<file path="src/rtl/floodit_pkg.sv">
// ---------------------------------------------------------------------------
// floodit_pkg
// Shared definitions for the board generator: board/colour sizing, the
// pseudo-random generator constants, the fill state encoding and the named
// colour codes.
// lfsr_next() performs one right-shifting Galois step of the polynomial
// x^16+x^14+x^13+x^11+1 (tap mask 16'hB400).
// ---------------------------------------------------------------------------
package floodit_pkg;

    localparam int          COLOR_W      = 3;
    localparam int          MAX_SIZE     = 26;
    localparam int          LFSR_W       = 16;
    localparam logic [15:0] LFSR_MASK    = 16'hB400;
    localparam logic [15:0] DEFAULT_SEED = 16'hACE1;

    typedef enum logic [1:0] {
        S_IDLE = 2'd0,
        S_SEED = 2'd1,
        S_FILL = 2'd2,
        S_DONE = 2'd3
    } fill_state_t;

    typedef enum logic [2:0] {
        COLOR_RED    = 3'd0,
        COLOR_GREEN  = 3'd1,
        COLOR_BLUE   = 3'd2,
        COLOR_YELLOW = 3'd3
    } color_t;

    function automatic logic [15:0] lfsr_next(input logic [15:0] s);
        return s[0] ? ((s >> 1) ^ LFSR_MASK) : (s >> 1);
    endfunction

endpackage

</file>
<file path="src/rtl/board_fill_responder_lfsr16.sv">
// ---------------------------------------------------------------------------
// lfsr16
// 16-bit Galois LFSR with synchronous load and step enable.
// Ports:
//   clk_i        clock
//   rst_i        asynchronous reset, active-high (state <= RESET_VALUE)
//   load_i       load load_value_i this cycle (takes priority over step)
//   load_value_i value to load
//   step_i       advance one Galois step this cycle
//   state_o      current generator state
// ---------------------------------------------------------------------------
module lfsr16
    import floodit_pkg::*;
#(
    parameter logic [15:0] RESET_VALUE = floodit_pkg::DEFAULT_SEED
) (
    input  logic        clk_i,
    input  logic        rst_i,
    input  logic        load_i,
    input  logic [15:0] load_value_i,
    input  logic        step_i,
    output logic [15:0] state_o
);

    logic [15:0] state_q;
    logic [15:0] state_d;

    always_comb begin
        state_d = state_q;
        if (load_i) begin
            state_d = load_value_i;
        end else if (step_i) begin
            state_d = lfsr_next(state_q);
        end
    end

    always_ff @(posedge clk_i or posedge rst_i) begin
        if (rst_i) begin
            state_q <= RESET_VALUE;
        end else begin
            state_q <= state_d;
        end
    end

    assign state_o = state_q;

endmodule

</file>
<file path="src/rtl/board_fill_responder.sv">
// ---------------------------------------------------------------------------
// board_fill_responder
// Answers a new-board request by generating a random SIZE x SIZE board of
// colours 0..COLOR_NUM-1 and streaming it, one cell per accepted cycle and in
// row-major order, into the board storage. READY is raised once the last
// cell has been written and held until the next request edge.
//
// Ports:
//   CLOCK      clock
//   RESET      asynchronous reset, active-high
//   SEED       external entropy, XORed with the free-running counter
//   NEW_BOARD  request level; a rising edge starts a fill (IDLE or DONE)
//   SIZE       requested board edge, clamped to 2..MAX_SIZE
//   COLOR_NUM  requested colour count, clamped to 2..8
//   WR_EN      cell write strobe (registered)
//   WR_ROW     cell row (holds when WR_EN=0)
//   WR_COL     cell column (holds when WR_EN=0)
//   WR_COLOR   cell colour (holds when WR_EN=0)
//   BUSY       high while seeding or filling
//   READY      board complete and valid
//
// Build option: define NO_H_REPEAT_EN to also reject a candidate equal to
// the colour previously written in the same row (column 0 exempt).
// ---------------------------------------------------------------------------
module board_fill_responder
    import floodit_pkg::*;
#(
    parameter int          MAX_SIZE     = floodit_pkg::MAX_SIZE,
    parameter int          COLOR_W      = floodit_pkg::COLOR_W,
    parameter int          LFSR_W       = floodit_pkg::LFSR_W,
    parameter logic [15:0] DEFAULT_SEED = floodit_pkg::DEFAULT_SEED
) (
    input  logic               CLOCK,
    input  logic               RESET,
    input  logic [LFSR_W-1:0]  SEED,
    input  logic               NEW_BOARD,
    input  logic [4:0]         SIZE,
    input  logic [3:0]         COLOR_NUM,
    output logic               WR_EN,
    output logic [4:0]         WR_ROW,
    output logic [4:0]         WR_COL,
    output logic [COLOR_W-1:0] WR_COLOR,
    output logic               BUSY,
    output logic               READY
);

    fill_state_t        state_q, state_d;
    logic [15:0]        cnt_q;
    logic               req_q;
    logic [15:0]        cnt_cap_q, cnt_cap_d;
    logic [4:0]         size_q, size_d;
    logic [3:0]         ncol_q, ncol_d;
    logic [4:0]         row_q, row_d;
    logic [4:0]         col_q, col_d;
    logic               wr_en_q, wr_en_d;
    logic [4:0]         wr_row_q, wr_row_d;
    logic [4:0]         wr_col_q, wr_col_d;
    logic [COLOR_W-1:0] wr_color_q, wr_color_d;
    logic               busy_q, busy_d;
    logic               ready_q, ready_d;

    logic               req_rise;
    logic [4:0]         size_clamped;
    logic [3:0]         ncol_clamped;
    logic [15:0]        seed_mix;
    logic [15:0]        seed_value;
    logic               lfsr_load;
    logic               lfsr_step;
    logic [15:0]        lfsr_state;
    logic [COLOR_W-1:0] candidate;
    logic [15:COLOR_W]  lfsr_tap_unused;
    logic               accept;

    lfsr16 #(
        .RESET_VALUE (DEFAULT_SEED)
    ) u_lfsr (
        .clk_i        (CLOCK),
        .rst_i        (RESET),
        .load_i       (lfsr_load),
        .load_value_i (seed_value),
        .step_i       (lfsr_step),
        .state_o      (lfsr_state)
    );

    // Only the low bits form the colour candidate.
    assign candidate       = lfsr_state[COLOR_W-1:0];
    assign lfsr_tap_unused = lfsr_state[15:COLOR_W];

    assign req_rise = NEW_BOARD & ~req_q;

    assign size_clamped = (SIZE < 5'd2)              ? 5'd2 :
                          (SIZE > 5'(MAX_SIZE))      ? 5'(MAX_SIZE) : SIZE;
    assign ncol_clamped = (COLOR_NUM < 4'd2) ? 4'd2 :
                          (COLOR_NUM > 4'd8) ? 4'd8 : COLOR_NUM;

    // The counter value is captured on the request edge, so the seed depends
    // on when the request arrived rather than on the fixed SEED-state delay.
    assign seed_mix   = 16'(SEED) ^ cnt_cap_q;
    assign seed_value = (seed_mix == 16'd0) ? DEFAULT_SEED : seed_mix;

`ifdef NO_H_REPEAT_EN
    logic [COLOR_W-1:0] last_color_q, last_color_d;

    // Column 0 starts a row, so there is no left neighbour to repeat.
    assign accept = (4'(candidate) < ncol_q) &&
                    ((col_q == 5'd0) || (candidate != last_color_q));

    always_comb begin
        last_color_d = last_color_q;
        if (state_q == S_FILL && accept) begin
            last_color_d = candidate;
        end
    end

    always_ff @(posedge CLOCK or posedge RESET) begin
        if (RESET) begin
            last_color_q <= '0;
        end else begin
            last_color_q <= last_color_d;
        end
    end
`else
    assign accept = (4'(candidate) < ncol_q);
`endif

    always_comb begin
        state_d    = state_q;
        cnt_cap_d  = cnt_cap_q;
        size_d     = size_q;
        ncol_d     = ncol_q;
        row_d      = row_q;
        col_d      = col_q;
        wr_en_d    = 1'b0;
        wr_row_d   = wr_row_q;
        wr_col_d   = wr_col_q;
        wr_color_d = wr_color_q;
        busy_d     = busy_q;
        ready_d    = ready_q;
        lfsr_load  = 1'b0;
        lfsr_step  = 1'b0;

        case (state_q)
            S_IDLE, S_DONE: begin
                if (state_q == S_DONE) begin
                    ready_d = 1'b1;
                    busy_d  = 1'b0;
                end
                if (req_rise) begin
                    state_d   = S_SEED;
                    size_d    = size_clamped;
                    ncol_d    = ncol_clamped;
                    cnt_cap_d = cnt_q;
                    ready_d   = 1'b0;
                    busy_d    = 1'b1;
                end
            end
            S_SEED: begin
                lfsr_load = 1'b1;
                row_d     = 5'd0;
                col_d     = 5'd0;
                state_d   = S_FILL;
            end
            S_FILL: begin
                lfsr_step = 1'b1;
                if (accept) begin
                    wr_en_d    = 1'b1;
                    wr_row_d   = row_q;
                    wr_col_d   = col_q;
                    wr_color_d = candidate;
                    if (col_q == size_q - 5'd1) begin
                        col_d = 5'd0;
                        row_d = row_q + 5'd1;
                        if (row_q == size_q - 5'd1) begin
                            state_d = S_DONE;
                        end
                    end else begin
                        col_d = col_q + 5'd1;
                    end
                end
            end
            default: begin
                state_d = S_IDLE;
            end
        endcase
    end

    always_ff @(posedge CLOCK or posedge RESET) begin
        if (RESET) begin
            state_q    <= S_IDLE;
            cnt_q      <= 16'd0;
            req_q      <= 1'b0;
            cnt_cap_q  <= 16'd0;
            size_q     <= 5'd0;
            ncol_q     <= 4'd0;
            row_q      <= 5'd0;
            col_q      <= 5'd0;
            wr_en_q    <= 1'b0;
            wr_row_q   <= 5'd0;
            wr_col_q   <= 5'd0;
            wr_color_q <= '0;
            busy_q     <= 1'b0;
            ready_q    <= 1'b0;
        end else begin
            state_q    <= state_d;
            cnt_q      <= cnt_q + 16'd1;
            req_q      <= NEW_BOARD;
            cnt_cap_q  <= cnt_cap_d;
            size_q     <= size_d;
            ncol_q     <= ncol_d;
            row_q      <= row_d;
            col_q      <= col_d;
            wr_en_q    <= wr_en_d;
            wr_row_q   <= wr_row_d;
            wr_col_q   <= wr_col_d;
            wr_color_q <= wr_color_d;
            busy_q     <= busy_d;
            ready_q    <= ready_d;
        end
    end

    assign WR_EN    = wr_en_q;
    assign WR_ROW   = wr_row_q;
    assign WR_COL   = wr_col_q;
    assign WR_COLOR = wr_color_q;
    assign BUSY     = busy_q;
    assign READY    = ready_q;

endmodule

</file>
<file path="config.mk">
export PLATFORM = sky130hd
export DESIGN_NAME = board_fill_responder
export DESIGN_NICKNAME = d
export VERILOG_FILES = /design/src/rtl/floodit_pkg.sv /design/src/rtl/board_fill_responder_lfsr16.sv /design/src/rtl/board_fill_responder.sv
export SDC_FILE = /design/constraint.sdc
export NUM_CORES = 1
export LEC_CHECK = 0
export BUFFER_PORTS_ARGS = -buffer_cell sky130_fd_sc_hd__buf_2
export CAP_MARGIN = 0
export CORE_ASPECT_RATIO = 0.75
export CORE_MARGIN = 2
export CORE_UTILIZATION = 25
export DETAILED_ROUTE_END_ITERATION = 8
export PLACE_DENSITY = 0.36
export SLEW_MARGIN = 20
export SYNTH_ARGS = -nofsm -noshare
export SYNTH_HDL_FRONTEND = slang
export SYNTH_SLANG_ARGS = --single-unit
</file>
<file path="constraint.sdc">
create_clock -name CLOCK -period 3.16 [get_ports CLOCK]
set_input_delay 0.158 -clock CLOCK [delete_from_list [all_inputs] [get_ports CLOCK]]
set_output_delay 0.158 -clock CLOCK [all_outputs]
set_load 0.1 [all_outputs]
</file>
==> key figures <==
Worst hold path
  – Hold/Removal Path Class: in2reg

Timing
  – Hold WS: 0.0466 ns
  – Worst Max-Slew Pin Slew: 0.734 ns
  – Max Fclk: 0.436 GHz
  – Clock skew: 0.00400 ns
  – Setup TNS: 0 ns
  – RSZ-0062 raised after global routing: false
  – Setup ws final: 0.867 ns
  – Minimum clock period after layout: 2.29 ns
  – Fin. max-slew vios: 0
  – Final Hold Viols: 0
  – Relative slew slack: 0.506
  – # setup viols final: 0
  – Period utilization: 0.726

Critical path
  – CP Max Fanout: 7
  – Cell Chain, Critical Path: inv_1 -> ha_1 -> nor3b_2 -> xnor2_1 -> or3_1 -> o31ai_1 -> a32oi_1
  – Crit path max-delay family: simple AND/OR/NAND/NOR gates
  – Worst Path Arrival: 2.50 ns
  – Critical path type: reg2reg
  – CP max-delay cell: or3_1
  – CP bufs+invs: 1
  – CP required: 3.37 ns
  – CP peak stage delay: 0.49 ns
  – Worst setup EP type: flip-flop
  – Nature of the critical path startpoint: flip-flop

Cells and area
  – Fillcell total: 1698
  – Inserted Diodes: 0
  – Final net count: 481
  – Layout area overhead: 18.3%
  – Post-route design area: 4990 sq um
  – Share of layout cells above drive strength 1: 0.234
  – Final std cells w/o fill: 663
  – Commonest non-fill, non-tap cell in the layout: dfrtp_1
  – Util after Layout: 0.299
  – Reg area: 2160 sq um
  – Most frequent cells in the layout: 78 x dfrtp_1, 53 x nand2_1, 43 x buf_2
  – Multi-input gate area: 1940 sq um

Synthesis
  – Mapped cell area: 4220 sq um
  – Xor/xnor share of the synthesized area: 0.104
  – Sequential share of the synthesized area: 0.513
  – Avg Inst Size Synth: 10.6 sq um
  – Multiplexer share of the synthesized area: 0.0819
  – Yosys top cell by area: dfrtp_1
  – Post-Synth Adder-Cell Area: 0.0297
  – Simple-gate share of the synthesized area: 0.132
  – Synth Area in Compound Gates: 0.112
  – Area fraction of the dominant cell type after synthesis: 0.463
  – Synthesized Nets: 435
  – #FFs+latches synth: 86
  – Yosys warns: 0
  – Count of cell types in the netlist: 43
  – Syn Inst Count: 397
  – Top area cells in the synthesized netlist: dfrtp_1 46%, mux2_2 7.5%, xnor2_1 6.4%
  – Main combinational cell family by area after synthesis: simple AND/OR/NAND/NOR gates

Die
  – Die height: 116 um
  – # rows: 41
  – Initial Util: 0.253
  – Boundary Pins: 44
  – Die area: 17900 sq um
  – Die W: 154 um
  – Core area: 16700 sq um

Power
  – P_leak: 2.28 nW
  – Power Dens Cells: 895 nW/um^2
  – Worst IR Drop VDD: 0.000269 V
  – Total power draw: 4.47 mW

Clock tree
  – Clock buffer depth: 2
  – Post-CTS Repair Setup Buffers: 0
  – Clock Sinks: 86
  – Clk slew on worst S/H paths: 0.06 ns
  – CTS Buf Count: 9
  – CTS tree: yes
  – Htree depth: 3
  – Clk root buf: clkbuf_16
  – Clk Latency, worst-skew pair: 0.34 ns

Routing
  – Drt first-iter violations: 230
  – Drt first pass iters: 4
  – Final ANT Viol Nets: 0
  – Vias per cell: 4.46
  – Routed WL: 10100 um
  – Via count: 2958
  – Drc violations: 0
  – DR WL/cell: 15.3 um

Global routing
  – Global-route wire length before repair: 16700 um
  – GRT Total Usage: 0.122
  – Initial antenna violation count: 0
  – Vias in the first global route: 2970
  – Congestion Overflow GR: 0
  – Largest net degree at the start of global routing: 35

Placement
  – Final GP Congestion: 0.746
  – Post-DP HPWL: 7420 um
  – IO buf count: 43
  – Placed Area: 4680 sq um
  – Post-Place Cells: 645
  – Pre-CTS WS: 0.842 ns

Flow run
  – Max-Cap Viols: 0

Run status
  – Status: finished clean
## sequential cells by signal, summed over array words and instances, names as in the netlist
name / count
cnt_cap_q: 16
state_q: 2
BUSY: 1
size_q: 5
row_q: 5
WR_COL: 5
req_q: 1
READY: 1
cnt_q: 16
WR_EN: 1
u_lfsr.state_o: 16
col_q: 5
ncol_q: 4
WR_ROW: 5
WR_COLOR: 3
## synth_stat cells
master     number
a41oi_1         1
nor3_2          1
nor2_1         18
a21oi_1        16
o31ai_1        11
buf_2           2
nor3_1          6
dfstp_2         8
clkbuf_1       13
xor3_1          1
o311ai_0        1
a32oi_1         3
nand3_1        12
and4_1          2
nand2_1        53
nand2b_1        4
a41o_1          1
a211o_1         1
a31o_2          1
inv_1          16
xor2_1         14
ha_1           10
and2_1          3
or3_1           2
xnor2_1        31
a21o_1          1
nor4_2          2
o2bb2ai_1       2
xnor3_1         1
nand4_1         5
nor4b_1         1
o21ai_0        27
mux2_2         28
nor3b_2         1
nor2b_1         1
a211oi_1        2
o21a_1          2
dfrtp_1        78
and3_1          5
o22ai_1         1
a31oi_1         4
mux2i_1         3
o211ai_1        2
## final timing paths
check / depth (start not counted) / startpoint / to / slack, ns
hold reg to reg: 1 / cnt_q[15] / cnt_q[15] / 0.48
max in group asynchronous: 4 / RESET / u_lfsr.state_o[5] / 1.93
setup reg to reg: 7 / size_q[0] / state_q[0] / 0.87
setup / recovery: 7 / size_q[0] / state_q[0] / 0.87
min in group asynchronous: 3 / RESET / cnt_cap_q[14] / 0.40
hold / removal: 2 / COLOR_NUM[3] / ncol_q[2] / 0.05
## power breakdown
part | switching, mW | internal (mW)
combinational | 1.21 | 0.599
clock | 0.431 | 0.595
sequential | 0.231 | 1.41
total | 1.87 | 2.60
## area by class of cell
| cell class | instances | share of cell area |
|---|---|---|
| Clock buffer | 13 | 0.0542 |
| Inverter | 16 | 0.0123 |
| Clock inverter | 3 | 0.00351 |
| Tap cell | 215 | 0.0539 |
| Multi-Input combinational cell | 280 | 0.388 |
| Sequential cell | 86 | 0.433 |
| Timing Repair Buffer | 50 | 0.0547 |
## kinds of logic (layout without fill, tap and decap cells)
logic type | count (synthesis) | after routing
multiplexers | 31 | 31
XOR/XNOR | 47 | 47
AND/OR/NAND/NOR | 116 | 116
adder cells (fa/ha/maj) | 10 | 10
AO/OA/AOI/OAI | 76 | 76
flip-flops | 86 | 86
buffers and inverters | 31 | 82
## what timing repair did
item | in CTS | in global routing
resized for setup | 0 | 0
endpoints found under the hold margin | 32 | 0
hold buffers | 2 | 0
## metal layers
metal	vias up	global-route usage	wire, um
li1	1478	-	-
met1	1425	0.192	5800
met5	-	0	0
met3	11	0.0356	325
met4	0	0.0336	118
met2	44	0.160	3880
Note: power is estimated with default switching activity, not from simulation.
